`config.mk`:
```
export PLATFORM = sky130hd
export DESIGN_NAME = spi_txn_arbiter
export DESIGN_NICKNAME = d
export VERILOG_FILES = /design/src/rtl/spi_pkg.sv /design/src/rtl/spi_txn_arbiter_rr_pick.sv /design/src/rtl/spi_txn_arbiter.sv
export SDC_FILE = /design/constraint.sdc
export NUM_CORES = 1
export LEC_CHECK = 0
export CORE_MARGIN = 5
export CORE_UTILIZATION = 45
export DETAILED_ROUTE_END_ITERATION = 10
export PLACE_DENSITY = 0.89
export SETUP_SLACK_MARGIN = 0.1
export SLEW_MARGIN = 20
export SYNTH_ARGS = -nofsm -noshare
export SYNTH_HDL_FRONTEND = slang
export SYNTH_SLANG_ARGS = --single-unit
```
`constraint.sdc`:
```
create_clock -name clk -period 5.2 [get_ports clk]
set_clock_uncertainty 0.05 [all_clocks]
set_input_delay 1.3 -clock clk [delete_from_list [all_inputs] [get_ports clk]]
set_output_delay 1.3 -clock clk [all_outputs]
set_load 0.02 [all_outputs]
```
`src/rtl/spi_pkg.sv`:
```
// Shared SPI definitions: arbiter/master state encoding and default timing.
// Also used by the SPI master, so keep the encoding stable.
package spi_pkg;

    typedef enum logic [1:0] {
        ST_IDLE  = 2'd0,
        ST_SETUP = 2'd1,
        ST_BUSY  = 2'd2,
        ST_GAP   = 2'd3
    } spi_state_e;

    localparam int DEF_N        = 4;
    localparam int DEF_CS_SETUP = 2;
    localparam int DEF_GAP_CYC  = 4;
    localparam int DEF_TIMEOUT  = 128;

    function automatic int max3(input int a, input int b, input int c);
        int m;
        m = (a > b) ? a : b;
        return (m > c) ? m : c;
    endfunction

endpackage

```
`src/rtl/spi_txn_arbiter_rr_pick.sv`:
```
// Round-robin picker: first asserted request at or after ptr, wrapping.
// Rotate right by ptr, isolate lowest set bit, rotate back left.
module rr_pick #(
    parameter int N  = 4,
    parameter int PW = 2
) (
    input  logic [N-1:0]  req,
    input  logic [PW-1:0] ptr,
    output logic [N-1:0]  onehot,
    output logic          any
);

    logic [2*N-1:0] dbl;
    logic [2*N-1:0] back;
    logic [N-1:0]   rot;
    logic [N-1:0]   low;

    // rotate so ptr lands at bit 0, pick lowest, rotate back
    always_comb begin
        dbl    = {req, req} >> ptr;
        rot    = dbl[N-1:0];
        low    = rot & (~rot + N'(1));
        back   = {low, low} << ptr;
        onehot = back[2*N-1:N];
        any    = |req;
    end

endmodule

```
`src/rtl/spi_txn_arbiter.sv`:
```
// Shares one SPI master among N requesters with round-robin grant,
// per-device chip selects, CS setup/gap timing and a done timeout.
module spi_txn_arbiter
    import spi_pkg::*;
#(
    parameter int N        = DEF_N,
    parameter int CS_SETUP = DEF_CS_SETUP,
    parameter int GAP_CYC  = DEF_GAP_CYC,
    parameter int TIMEOUT  = DEF_TIMEOUT
) (
    input  logic           clk,
    input  logic           rst,
    input  logic [N-1:0]   req,
    input  logic [8*N-1:0] data,
    output logic [N-1:0]   grant,
    output logic [N-1:0]   ack,
    output logic           err,
    output logic           busy,
    output logic [N-1:0]   cs_n,
    output logic           m_start,
    output logic [7:0]     m_data,
    input  logic           m_done
);

    localparam int MAXC = max3(CS_SETUP, GAP_CYC, TIMEOUT);
    localparam int CW   = $clog2(MAXC) + 1;
    localparam int PW   = (N > 1) ? $clog2(N) : 1;

    spi_state_e    state;
    logic [CW-1:0] cnt;
    logic [PW-1:0] ptr;
    logic [PW-1:0] gidx;
    logic [PW-1:0] pidx;
    logic [PW-1:0] nptr;
    logic [N-1:0]  pick;
    logic          any;
    logic [7:0]    pdata;

    rr_pick #(
        .N  (N),
        .PW (PW)
    ) u_pick (
        .req    (req),
        .ptr    (ptr),
        .onehot (pick),
        .any    (any)
    );

    // index and byte of the picked requester, next pointer after owner
    always_comb begin
        pidx  = '0;
        pdata = '0;
        for (int i = 0; i < N; i++) begin
            if (pick[i]) begin
                pidx  = PW'(i);
                pdata = data[8*i +: 8];
            end
        end
        nptr = (gidx == PW'(N - 1)) ? '0 : gidx + PW'(1);
    end

    // transaction FSM: grant, CS setup, wait for done or timeout, gap
    always_ff @(posedge clk) begin
        if (rst) begin
            state   <= ST_IDLE;
            cnt     <= '0;
            ptr     <= '0;
            gidx    <= '0;
            grant   <= '0;
            ack     <= '0;
            err     <= 1'b0;
            busy    <= 1'b0;
            cs_n    <= '1;
            m_start <= 1'b0;
            m_data  <= '0;
        end else begin
            ack     <= '0;
            err     <= 1'b0;
            m_start <= 1'b0;
            unique case (state)
                ST_IDLE: begin
                    if (any) begin
                        grant  <= pick;
                        cs_n   <= ~pick;
                        m_data <= pdata;
                        gidx   <= pidx;
                        busy   <= 1'b1;
                        cnt    <= '0;
                        state  <= ST_SETUP;
                    end
                end
                ST_SETUP: begin
                    if (cnt == CW'(CS_SETUP - 1)) begin
                        m_start <= 1'b1;
                        cnt     <= '0;
                        state   <= ST_BUSY;
                    end else begin
                        cnt <= cnt + CW'(1);
                    end
                end
                ST_BUSY: begin
                    if (m_done) begin
                        ack   <= grant;
                        grant <= '0;
                        cs_n  <= '1;
                        ptr   <= nptr;
                        cnt   <= '0;
                        state <= ST_GAP;
                    end else if (cnt == CW'(TIMEOUT - 1)) begin
                        err   <= 1'b1;
                        cs_n  <= '1;
                        ptr   <= nptr;
                        cnt   <= '0;
                        state <= ST_GAP;
                    end else begin
                        cnt <= cnt + CW'(1);
                    end
                end
                ST_GAP: begin
                    grant <= '0;
                    if (cnt == CW'(GAP_CYC - 1)) begin
                        busy  <= 1'b0;
                        cnt   <= '0;
                        state <= ST_IDLE;
                    end else begin
                        cnt <= cnt + CW'(1);
                    end
                end
                default: state <= ST_IDLE;
            endcase
        end
    end

endmodule
```
After elaboration in Yosys (flattened, before gate mapping)
Cells that the tools add are included.
{"block": "totals", "ff_bits": 37, "in_bits": 39, "output_inout_bits": 23}
{"block": "op_classes", "n_addsub": 3, "eq_ne": 12, "shifts": 2, "mux": 34, "bitwise": 6, "reduce_logical": 15}
{"op": "$mux W8", "n": 9}
{"op": "$pmux W8 S4", "n": 1}
{"op": "$mux W2", "n": 10}
{"op": "$mux W4", "n": 5}
{"op": "$pmux W4 S3", "n": 1}
{"op": "$reduce_and A3 Y1", "n": 3}
{"op": "$add A8 B1 Y8 const B", "n": 1}
{"op": "$eq A8 B1 Y1 const B", "n": 1}
{"op": "$eq A8 B2 Y1 const B", "n": 1}
{"op": "$eq A8 B7 Y1 const B", "n": 1}
{"op": "$ne A2 B2 Y1 const B", "n": 4}
{"op": "$not A4 Y4", "n": 2}
{"op": "$pmux W2 S4", "n": 1}
{"op": "$pmux W4 S2", "n": 1}
{"op": "$shl A8 B2 Y8", "n": 1}
{"op": "$shr A8 B2 Y4", "n": 1}
{"op": "$eq A2 B2 Y1 const B", "n": 3}
{"op": "$reduce_bool A2 Y1", "n": 3}
{"op": "$reduce_or A3 Y1", "n": 2}
{"op": "$mux W1", "n": 5}
{"op": "$add A4 B1 Y4 const B", "n": 1}
{"op": "$and A4 B4 Y4", "n": 1}
{"op": "$reduce_and A2 Y1", "n": 2}
{"op": "$reduce_and A4 Y1", "n": 1}
{"op": "other kinds (9)", "n": 11}

Longest topological paths before layout
Gate-level depths: netlist (run 1).
{"block": "depth", "depth_word": 9, "mapped_depth": 7}

Hierarchy
From an unflattened synthesis (run 1), not the netlist that was laid out.
{"block": "unflattened", "hier_cells": 259, "hier_area_um2": 2107.0}
{"module": "spi_txn_arbiter", "instances": 1, "cells_per_inst": 240, "area_per_inst_um2": 1989.4, "seq_area_each_um2": 740.7}
{"module": "rr_pick", "instances": 1, "cells_per_inst": 19, "area_per_inst_um2": 117.6, "seq_area_each_um2": 0.0}

Worst setup path after synthesis (run 1)
Ideal clock, no wire load.
{"block": "synth_timing", "path_type": "input-to-reg", "startpoint": "input req[0]", "endpoint": "register cnt[4]", "arrival_time_ps": 2429, "required_ps": 5030, "setup_slack_ps": 2602, "stages": 5, "path_cell_list": "nor4_2 -> a211oi_1 -> o31ai_4 -> nor2_2 -> a211o_1"}
{"block": "synth_via", "elab_chain_cells": 2}
{"item": "start: declaration", "line_no": "spi_txn_arbiter.sv:13", "rtl": "input logic [N-1:0] req,"}
{"item": "$reduce_or A4 Y1", "line_no": "spi_txn_arbiter_rr_pick.sv:25", "rtl": "any = |req;"}
{"item": "$ne A2 B2 Y1 (no line)"}
{"item": "end signal: assignment", "line_no": "spi_txn_arbiter.sv:98", "rtl": "cnt <= cnt + CW'(1);"}
{"item": "end signal: assignment", "line_no": "spi_txn_arbiter.sv:116", "rtl": "cnt <= cnt + CW'(1);"}
{"item": "end signal: assignment", "line_no": "spi_txn_arbiter.sv:126", "rtl": "cnt <= cnt + CW'(1);"}
{"item": "end: declaration", "line_no": "spi_txn_arbiter.sv:30", "rtl": "logic [CW-1:0] cnt;"}
Every way passes these cells.
A chain may end at the register's enable or synchronous reset.

Worst setup path in the final report (run 1)
{"block": "layout_timing", "startpoint": "input req[0]", "endpoint": "register m_data[2]"}
{"block": "layout_via", "elab_chain_cells": 9}
{"item": "$shr A8 B2 Y4", "line_no": "spi_txn_arbiter_rr_pick.sv:20", "rtl": "dbl = {req, req} >> ptr;"}
{"item": "$not A4 Y4", "line_no": "spi_txn_arbiter_rr_pick.sv:22", "rtl": "low = rot & (~rot + N'(1));"}
{"item": "$add A4 B1 Y4", "line_no": "spi_txn_arbiter_rr_pick.sv:22"}
{"item": "$and A4 B4 Y4", "line_no": "spi_txn_arbiter_rr_pick.sv:22"}
{"item": "$shl A8 B2 Y8", "line_no": "spi_txn_arbiter_rr_pick.sv:23", "rtl": "back = {low, low} << ptr;"}
{"item": "$mux W8 (4 in series)", "line_no": "spi_txn_arbiter.sv:54", "rtl": "if (pick[i]) begin"}
{"item": "end signal: assignment", "line_no": "spi_txn_arbiter.sv:85", "rtl": "m_data <= pdata;"}
{"item": "end: declaration", "line_no": "spi_txn_arbiter.sv:21", "rtl": "output logic [7:0] m_data,"}
Several ways; a longest one is shown, not always the timed one.

==> metrics.md, run 1 <==
| Metric | Value |
|---|---|
| Run status | `finished, final reports clean` |
| GR Overflow Total | `0` |
| CP startpoint kind | `input port` |
| R2R depth | `6` |
| Clock latency on the worst-skew pair | `0.29 ns` |
| Max rail drop VDD | `0.2465 mV` |
| Drt total wl | `5.338 mm` |
| Worst-path cell chain | `clkdlybuf4s50_1, nor4_2, nor2_1, nor2_1, nand2_1, o21ai_0` |
| Root buf cell | `clkbuf_8` |
| Mapped Cells | `240` |
| Fraction of layout cells with a size suffix above 1 | `7.261%` |
| FMAX | `0.2887 GHz` |
| # rows | `24` |
| Commonest non-fill, non-tap cell in the layout | `clkdlybuf4s50_1` |
| Worst Hold Depth | `2` |
| Post-DP HPWL | `between 4 and 5 mm` |
| CP startpoint | `req[0]` |
| CP endpoint kind | `flop` |
| PD cells | `388.3 mW/mm2` |
| Vias post-DR | `2014` |
| Post-route ant nets | `0` |
| Net count after synthesis | `288` |
| Filler cells | `374` |
| Initial antenna violation count | `0` |
| Top cell type's share of synthesized area | `37.33%` |
| Number of global-route vias before repair | `1849` |
| Die height | `76.41 um` |
| Pin count of the biggest net entering global routing | `23` |
| Ys flop type | `dfxtp_1` |
| Most frequent CP cell | `nor2_1` |
| Normalized max-slew margin | `a little under 40%` |
| Post-synthesis sequential area ratio | `37.33%` |
| Warnings from Yosys | `0` |
| Post-synth EDFFs | `0` |
| NumNets Final | `between 300 and 400` |
| Least-Margin Pin Slew | `0.9026 ns` |
| R2R Path Start | `cnt[0]` |
| WP data required | `5.36 ns` |
| WL/cell | `15.04 um` |
| Worst r2r dst | `cnt[4]` |
| Via/cell ratio | `about 5.7` |
| Largest cells by area after synthesis | `dfxtp_1, o21ai_0, nand2_1` |
| Number of synthesized register bits | `37` |
| RD Place Congestion | `approximately 0.86` |
| First drt pass iteration count | `4` |
| Layout area overhead | `38.15%` |
| Starting density of the core | `a little under half` |
| R2R Setup Slk | `just under 3 ns` |
| Critical-path maximum fanout | `16` |
| CP arrival | `3.63 ns` |
| RSZ-0062 raised after global routing | `false` |
| Hold Path Class | `reg -> reg` |
| Final Power | `1.065 mW` |
| Initial DRC Count | `96` |
| Part of the cycle the worst path needs | `66.62%` |
| CTS buffer count | `5` |
| Avg Cell Area, Syn | `roughly 8.3 um2` |
| Count of cells resized by post-cts repair | `0` |
| Asr flop ratio synth | `0%` |
| Io pins | `62` |
| Hold path start | `m_data[0]` |
| Die area | `0.005838 mm2` |
| Antenna cells | `0` |
| CTS tree | `done` |
| Final Max Tran Viols | `0` |
| Post-Syn Area | `0.001984 mm2` |
| H-tree depth | `2` |
| Setup_tns | `0 ns` |
| Die X | `76.41 um` |
| Worst Hold Slack | `0.4088 ns` |
| Shortest period the worst path allows | `around 3.5 ns` |
| Final setup vio count | `0` |
| Core area | `roughly 0.0043 mm2` |
| Post-synth top area cell | `dfxtp_1` |
| Final hold vios | `0` |
| Clock sink count | `37` |
| WS Path Type | `in -> reg` |
| Clk pin slew, worst setup/hold paths | `around 0.080 ns` |
| Max cap viols | `0` |
| Max Root-Sink Buffers | `2` |
| Hold_buf cts | `0` |
| DRC errors left | `0` |
| GRT Total Usage | `17.94%` |
| Post-CTS setup buffer count | `0` |
| Post-synth cell types | `50` |
| Crit path max-delay cell type | `nor4_2` |
| Global-route wire length before repair | `8.804 mm` |
| I/O Buffers | `61` |
| LEAKAGE | `between 1 and 1.5 nW` |
| Most frequent cells in the layout | `clkdlybuf4s50_1, dfxtp_1, nand2_1` |
| Crit path largest cell delay | `0.74 ns` |
| Min-Delay Endpoint | `m_data[0]` |
power by group:
part | leakage [nW] | switching, mW | internal (mW)
Sequential | 0.302 | 0.0373 | 0.337
Combinational | 0.684 | 0.272 | 0.206
Clock | 0.0512 | 0.104 | 0.107
worst max path at each step:
stage | slack [ns] | cells after the start | end
5_1_grt | 1.50 | 6 | m_data[2]
2_1_floorplan | 2.60 | 5 | cnt[4]
6_report | 1.74 | 6 | m_data[2]
3_3_place_gp | 1.61 | 6 | m_data[6]
3_5_place_dp | 1.51 | 6 | m_data[2]
4_1_cts | 1.79 | 6 | m_data[2]
area by class of cell:
cell class              count  area, um2  share of cell area, %
multi-input cells         179       1154                  42.08
inverters                  16      60.06                  2.191
clock buffers               6      82.58                  3.012
repair buffers             63      625.6                  22.82
flip-flops and latches     37      740.7                  27.02
clock inverters             2      13.76                 0.5021
well taps                  52      65.06                  2.373
logic make-up after synthesis:
group	count (synthesis)	share of synthesized area (%)
and+or+nand+nor	94	24.40
AOI/OAI and AO/OA	74	27.11
DFF	37	37.33
buffers and inverters	24	4.540
adders and majority gates	9	5.675
xor gates and xnor gates	1	0.4414
muxes	1	0.5044
metrics by stage:
stage | instances | utilization [%] | worst slack, ns | cell area [um2]
floorplan | 240 | - | 2.602 | 1984
global placement | 347 | 61.17 | 1.611 | 2645
detailed placement | 347 | 61.17 | 1.505 | 2645
CTS | 355 | 63.40 | 1.791 | 2741
global route | 355 | 63.40 | 1.497 | 2741
finish | 355 | 63.40 | 1.736 | 2741
routing by layer:
layer,wire length [um],track usage (%),vias up
li1,-,-,992
met1,2353,23.33,943
met2,2614,28.77,64
met3,232,2.955,15
met4,137,8.392,0
met5,0,0,-
synth_stat cells, drive strengths merged (3+ instances only):
cell type   n
clkbuf      7
inv        16
or2         3
nor4        4
o2111a      8
nor3        6
nor2       16
o21bai      3
ha          9
nand3      15
or3         3
and2        4
dfxtp      37
a21o        4
o32a        3
o21ai      24
a211oi      3
a21oi      10
nor3b       3
nand2b      5
nand2      32
state kept, by name (all words and copies together) (netlist names), 2 cells and up:
signal	flops
cnt	8
m_data	8
ack	4
cs_n	4
grant	4
gidx	2
ptr	2
state	2
critical path: cells and delay by family:
kind / cells / cell delay [ns]
buffers and inverters: 1 / 0.70
AOI/OAI and AO/OA: 1 / 0.09
and+or+nand+nor: 4 / 1.52
Note: power is estimated with default switching activity, not from simulation.
==> run 2, diff against run 1 <==
- CORE_UTILIZATION: 45 -> 42
- PLACE_DENSITY: 0.89 -> 0.87
- clock period: 5.2 -> 2.9 ns (I/O delays scaled with it)
==> run 2 against run 1 <==
Net effect: power up 77%; cell count up 3.1%; sequential power up 80%; die area up 6.2%; largest power group unchanged.
==> metrics.md, run 2 (synthesis results as in run 1) <==
| Metric | Value |
|---|---|
| Fraction of layout cells with a size suffix above 1 | `9.615%` |
| First drt pass iteration count | `4` |
| WS Path Type | `in -> reg` |
| Count of cells resized by post-cts repair | `0` |
| Root buf cell | `clkbuf_8` |
| Clock sink count | `37` |
| Hold_buf cts | `0` |
| GRT Total Usage | `17.07%` |
| GR Overflow Total | `0` |
| Clock share of power | `18.0%` |
| Max Root-Sink Buffers | `2` |
| Filler cells | `395` |
| Max rail drop VDD | `0.4408 mV` |
| Drt total wl | `~5.4 mm` |
| Post-route ant nets | `0` |
| Starting density of the core | `42.58%` |
| NumNets Final | `359` |
| CP endpoint kind | `flop` |
| Clk pin slew, worst setup/hold paths | `0.07 ns` |
| Hold path start | `m_data[6]` |
| Clock latency on the worst-skew pair | `0.28 ns` |
| Io pins | `slightly above 60` |
| FMAX | `a little under 0.4 GHz` |
| Final hold vios | `0` |
| Sequential share of power | `35.6%` |
| DRC errors left | `0` |
| Least-Margin Pin Slew | `between 0.7 and 0.8 ns` |
| Commonest non-fill, non-tap cell in the layout | `clkdlybuf4s50_1` |
| Pin count of the biggest net entering global routing | `22` |
| Max cap viols | `0` |
| I/O Buffers | `slightly above 60` |
| Post-DP HPWL | `4.061 mm` |
| PD cells | `~670 mW/mm2` |
| WL/cell | `about 15 um` |
| CP startpoint kind | `input port` |
| Normalized max-slew margin | `between 50% and 60%` |
| Die area | `approximately 0.0062 mm2` |
| Biggest regs | `cnt x8, m_data x8` |
| Crit path max-delay family | `buffers and inverters` |
| Switching pwr | `0.7267 mW` |
| Final Max Tran Viols | `0` |
| Post-CTS setup buffer count | `0` |
| Initial DRC Count | `155` |
| Most frequent cells in the layout | `clkdlybuf4s50_1, dfxtp_1, nand2_1` |
| Final Power | `around 1.9 mW` |
| H-tree depth | `2` |
| Die height | `78.74 um` |
| Antenna cells | `0` |
| Final setup vio count | `0` |
| Sw frac | `~39%` |
| Number of global-route vias before repair | `roughly 1900` |
| Run status | `finished, final reports clean` |
| Crit path largest cell delay | `0.60 ns` |
| Global-route wire length before repair | `8.590 mm` |
| R2R Path Start | `cnt[0]` |
| RD Place Congestion | `0.8888` |
| Die X | `78.74 um` |
| CTS tree | `done` |
| Gate power share | `between 40 and 50%` |
| Initial antenna violation count | `0` |
| Internal power | `1.161 mW` |
| # rows | `25` |
| Shortest period the worst path allows | `2.542 ns` |
| Layout area overhead | `40.98%` |
| CP arrival | `2.70 ns` |
| Via/cell ratio | `5.653` |
| Core area | `0.004661 mm2` |
| LEAKAGE | `1.075 nW` |
| Crit path max-delay cell type | `clkdlybuf4s50_1` |
| Part of the cycle the worst path needs | `a little under 90%` |
| Vias post-DR | `between 2000 and 2500` |
| Setup_tns | `0 ns` |
| Hold Path Class | `reg -> reg` |
| Worst-path cell chain | `clkdlybuf4s50_1, nor4_2, buf_4, a211oi_1, o31ai_4, or3_2, o211ai_1` |
| RSZ-0062 raised after global routing | `false` |
| CP startpoint | `req[2]` |
| Critical-path maximum fanout | `10` |
| CTS buffer count | `5` |
| Buffers & Inverters on Critical Path | `2` |
| WP data required | `3.06 ns` |
-- run 2: worst min-delay path: cells and delay by family (launching register included) --
family | cells | cell delay [ns]
AO/OA/AOI/OAI | 1 | 0.06
AND/OR/NAND/NOR | 1 | 0.04
flip-flops | 1 | 0.33
-- run 2: power groups by stage --
stage,sequential (mW),clock [mW],combinational (mW)
after floorplan,0.746,0,0.472
after global routing,0.685,0.370,0.961
after global placement,0.678,0,0.844
after detailed placement,0.683,0,0.862
after CTS,0.672,0.350,0.871
final,0.672,0.340,0.875
-- run 2: layout make-up --
class	count	area [um2]	area share (%)
Multi-Input combinational cell	179	1154	41.23
Timing Repair Buffer	72	693.2	24.78
Clock inverter	2	10.01	0.3578
Tap cell	54	67.56	2.415
Clock buffer	6	72.57	2.594
Inverter	16	60.06	2.147
Sequential cell	37	740.7	26.48
-- run 2: stage by stage --
stage / worst slack, ns / instance area [um2] / utilization [%] / cells / hold slack, ns
2_1_floorplan: 0.8766 / 1984 / - / 240 / 0.4298
3_3_place_gp: 0.1028 / 2715 / 58.26 / 358 / 0.3864
3_5_place_dp: 0.05546 / 2715 / 58.26 / 358 / 0.3971
4_1_cts: 0.3499 / 2798 / 60.03 / 366 / 0.4166
5_1_grt: 0.2085 / 2798 / 60.03 / 366 / 0.4471
6_report: 0.3583 / 2798 / 60.03 / 366 / 0.4107
-- run 2: final timing paths --
path               endpoint  slack, ns  cells past startpoint
setup / recovery     cnt[7]       0.36                      7
setup reg to reg     cnt[4]       0.63                      6
hold reg to reg   m_data[6]       0.41                      2
hold / removal    m_data[6]       0.41                      2
-- run 2: metal layers --
layer | track usage [%] | wire (um) | share of wire [%]
met1 | 22.18 | 2330 | 43
met2 | 27.33 | 2609 | 49
met3 | 3.855 | 310 | 5.8
met4 | 6.818 | 126 | 2.3
met5 | 0 | 0 | 0
==> run 3, diff against run 2 <==
- CORE_UTILIZATION: 42 -> 43
- CTS_BUF_LIST: not set -> sky130_fd_sc_hd__clkbuf_2
- PLACE_DENSITY: 0.87 -> 0.89
==> run 3 against run 2 <==
Net effect: clock-buffer cell count did not move; largest cell class unchanged; worst hold slack improved by 0.013 ns; cell count fell by 0.55%; non-clock buffer count rose by 1; setup slack improved by 0.22 ns.
==> metrics.md, run 3 (synthesis results as in run 1) <==
| Metric | Value |
|---|---|
| Io pins | `62` |
| Worst-path cell chain | `clkdlybuf4s50_1, nor4_2, buf_4, a211oi_1, o31ai_4, or3_2, o211ai_1` |
| Crit path largest cell delay | `0.50 ns` |
| Pin count of the biggest net entering global routing | `22` |
| WS Path Type | `in -> reg` |
| Sequential share of power | `38.2%` |
| FMAX | `~0.43 GHz` |
| Placed insts | `357` |
| Layout area overhead | `38.78%` |
| Min-Delay Endpoint | `m_data[1]` |
| Final Max Tran Viols | `0` |
| Fraction of layout cells with a size suffix above 1 | `between 9 and 10%` |
| Buffers & Inverters on Critical Path | `2` |
| Max Root-Sink Buffers | `2` |
| Antenna cells | `0` |
| CP arrival | `2.60 ns` |
| Gate power share | `49.4%` |
| Die X | `77.93 um` |
| Die height | `77.93 um` |
| # rows | `24` |
| CP startpoint | `req[0]` |
| Shortest period the worst path allows | `2.324 ns` |
| Number of global-route vias before repair | `1855` |
| Post-CTS setup buffer count | `0` |
| Hold Path Class | `reg -> reg` |
| CTS buffer count | `5` |
| Worst r2r dst | `cnt[4]` |
| Global-route wire length before repair | `approximately 8.6 mm` |
| First drt pass iteration count | `4` |
| Hold_buf cts | `0` |
| Worst Hold Depth | `2` |
| RD Place Congestion | `0.8958` |
| CTS tree | `done` |
| LEAKAGE | `1.061 nW` |
| Final Non-Filler Cells | `364` |
| I/O Buffers | `61` |
| CP endpoint kind | `flop` |
| CP startpoint kind | `input port` |
| H-tree depth | `2` |
| Normalized max-slew margin | `slightly above 50%` |
| Root buf cell | `clkbuf_2` |
| Drt total wl | `~5.4 mm` |
| WP data required | `3.17 ns` |
| PD cells | `639.7 mW/mm2` |
| NumNets Final | `360` |
| R2R Path Start | `cnt[0]` |
| Count of cells resized by post-cts repair | `0` |
| Crit path max-delay family | `compound AO/OA/AOI/OAI gates` |
| Commonest non-fill, non-tap cell in the layout | `clkdlybuf4s50_1` |
| Biggest regs | `cnt x8, m_data x8` |
| Max rail drop VDD | `0.3325 mV` |
| RSZ-0062 raised after global routing | `false` |
| Critical-path maximum fanout | `10` |
| R2R depth | `6` |
| Core area | `0.004414 mm2` |
| Clock latency on the worst-skew pair | `0.39 ns` |
| Internal power | `1.051 mW` |
| Clock sink count | `37` |
| Post-DP HPWL | `4.200 mm` |
| Run status | `finished, final reports clean` |
| Max cap viols | `0` |
| Part of the cycle the worst path needs | `80.15%` |
| Clk pin slew, worst setup/hold paths | `0.18 ns` |
| R2R Setup Slk | `0.68 ns` |
| Least-Margin Pin Slew | `0.7285 ns` |
| Sequential Area | `740.7 um2` |
| Most frequent cells in the layout | `clkdlybuf4s50_1, dfxtp_1, nand2_1` |
| Vias post-DR | `just over 2000` |
| GRT Total Usage | `17.59%` |
| Starting density of the core | `44.95%` |
| Switching pwr | `0.7111 mW` |
| Initial DRC Count | `between 100 and 150` |
| Clock share of power | `about 12%` |
| Post-route ant nets | `0` |
| Via/cell ratio | `5.558` |
| Setup_tns | `0 ns` |
| Hold path start | `m_data[1]` |
| Final setup vio count | `0` |
| Die area | `0.006073 mm2` |
| DRC errors left | `0` |
| Sw frac | `40.37%` |
| Initial antenna violation count | `0` |
| Filler cells | `373` |
| Final hold vios | `0` |
| Crit path max-delay cell type | `clkdlybuf4s50_1` |
| Footprint of the multi-input gates | `0.001154 mm2` |
| GR Overflow Total | `0` |
| WL/cell | `between 10 and 15 um` |
-- run 3: metal layers --
layer  wire length (um)  global-route usage, %
met1               2373                  21.63
met2               2660                  28.30
met3                232                  4.282
met4                176                  9.291
met5                  0                      0
-- run 3: tightest hold or removal path: cells and delay by family (launching register included) --
| family | cells | cell delay (ns) |
|---|---|---|
| flip-flops | 1 | 0.34 |
| AO/OA/AOI/OAI | 1 | 0.06 |
| AND/OR/NAND/NOR | 1 | 0.04 |
-- run 3: stage by stage --
stage          setup WS [ns]  total power, mW  hold WS (ns)  cell area (um2)  utilization, %
2_1_floorplan         0.8766            1.217        0.4298             1984               -
3_3_place_gp          0.2315            1.522        0.3863             2720           61.62
3_5_place_dp          0.1848            1.550        0.3948             2720           61.62
4_1_cts               0.6015            1.767        0.4292             2754           62.39
5_1_grt               0.5421            1.890        0.4535             2754           62.39
6_report              0.5755            1.762        0.4235             2754           62.39
-- run 3: final cells by class --
type	instances	share of cell area [%]
multi-input cells	179	41.89
repair buffers	73	25.44
flip-flops and latches	37	26.90
inverters	16	2.181
clock buffers	6	1.090
clock inverters	1	0.1363
well taps	52	2.363
-- run 3: worst max-delay path by stage --
stage / to / slack [ns] / cells past startpoint
2_1_floorplan: cnt[4] / 0.88 / 5
3_3_place_gp: cnt[7] / 0.23 / 7
3_5_place_dp: cnt[7] / 0.18 / 7
4_1_cts: cnt[7] / 0.60 / 7
5_1_grt: cnt[4] / 0.54 / 6
6_report: cnt[7] / 0.58 / 7
-- run 3: power groups by stage --
stage | sequential, mW | clock [mW] | combinational (mW)
floorplan | 0.746 | 0 | 0.472
global placement | 0.679 | 0 | 0.842
detailed placement | 0.683 | 0 | 0.866
CTS | 0.672 | 0.225 | 0.871
global route | 0.686 | 0.250 | 0.953
finish | 0.672 | 0.219 | 0.870
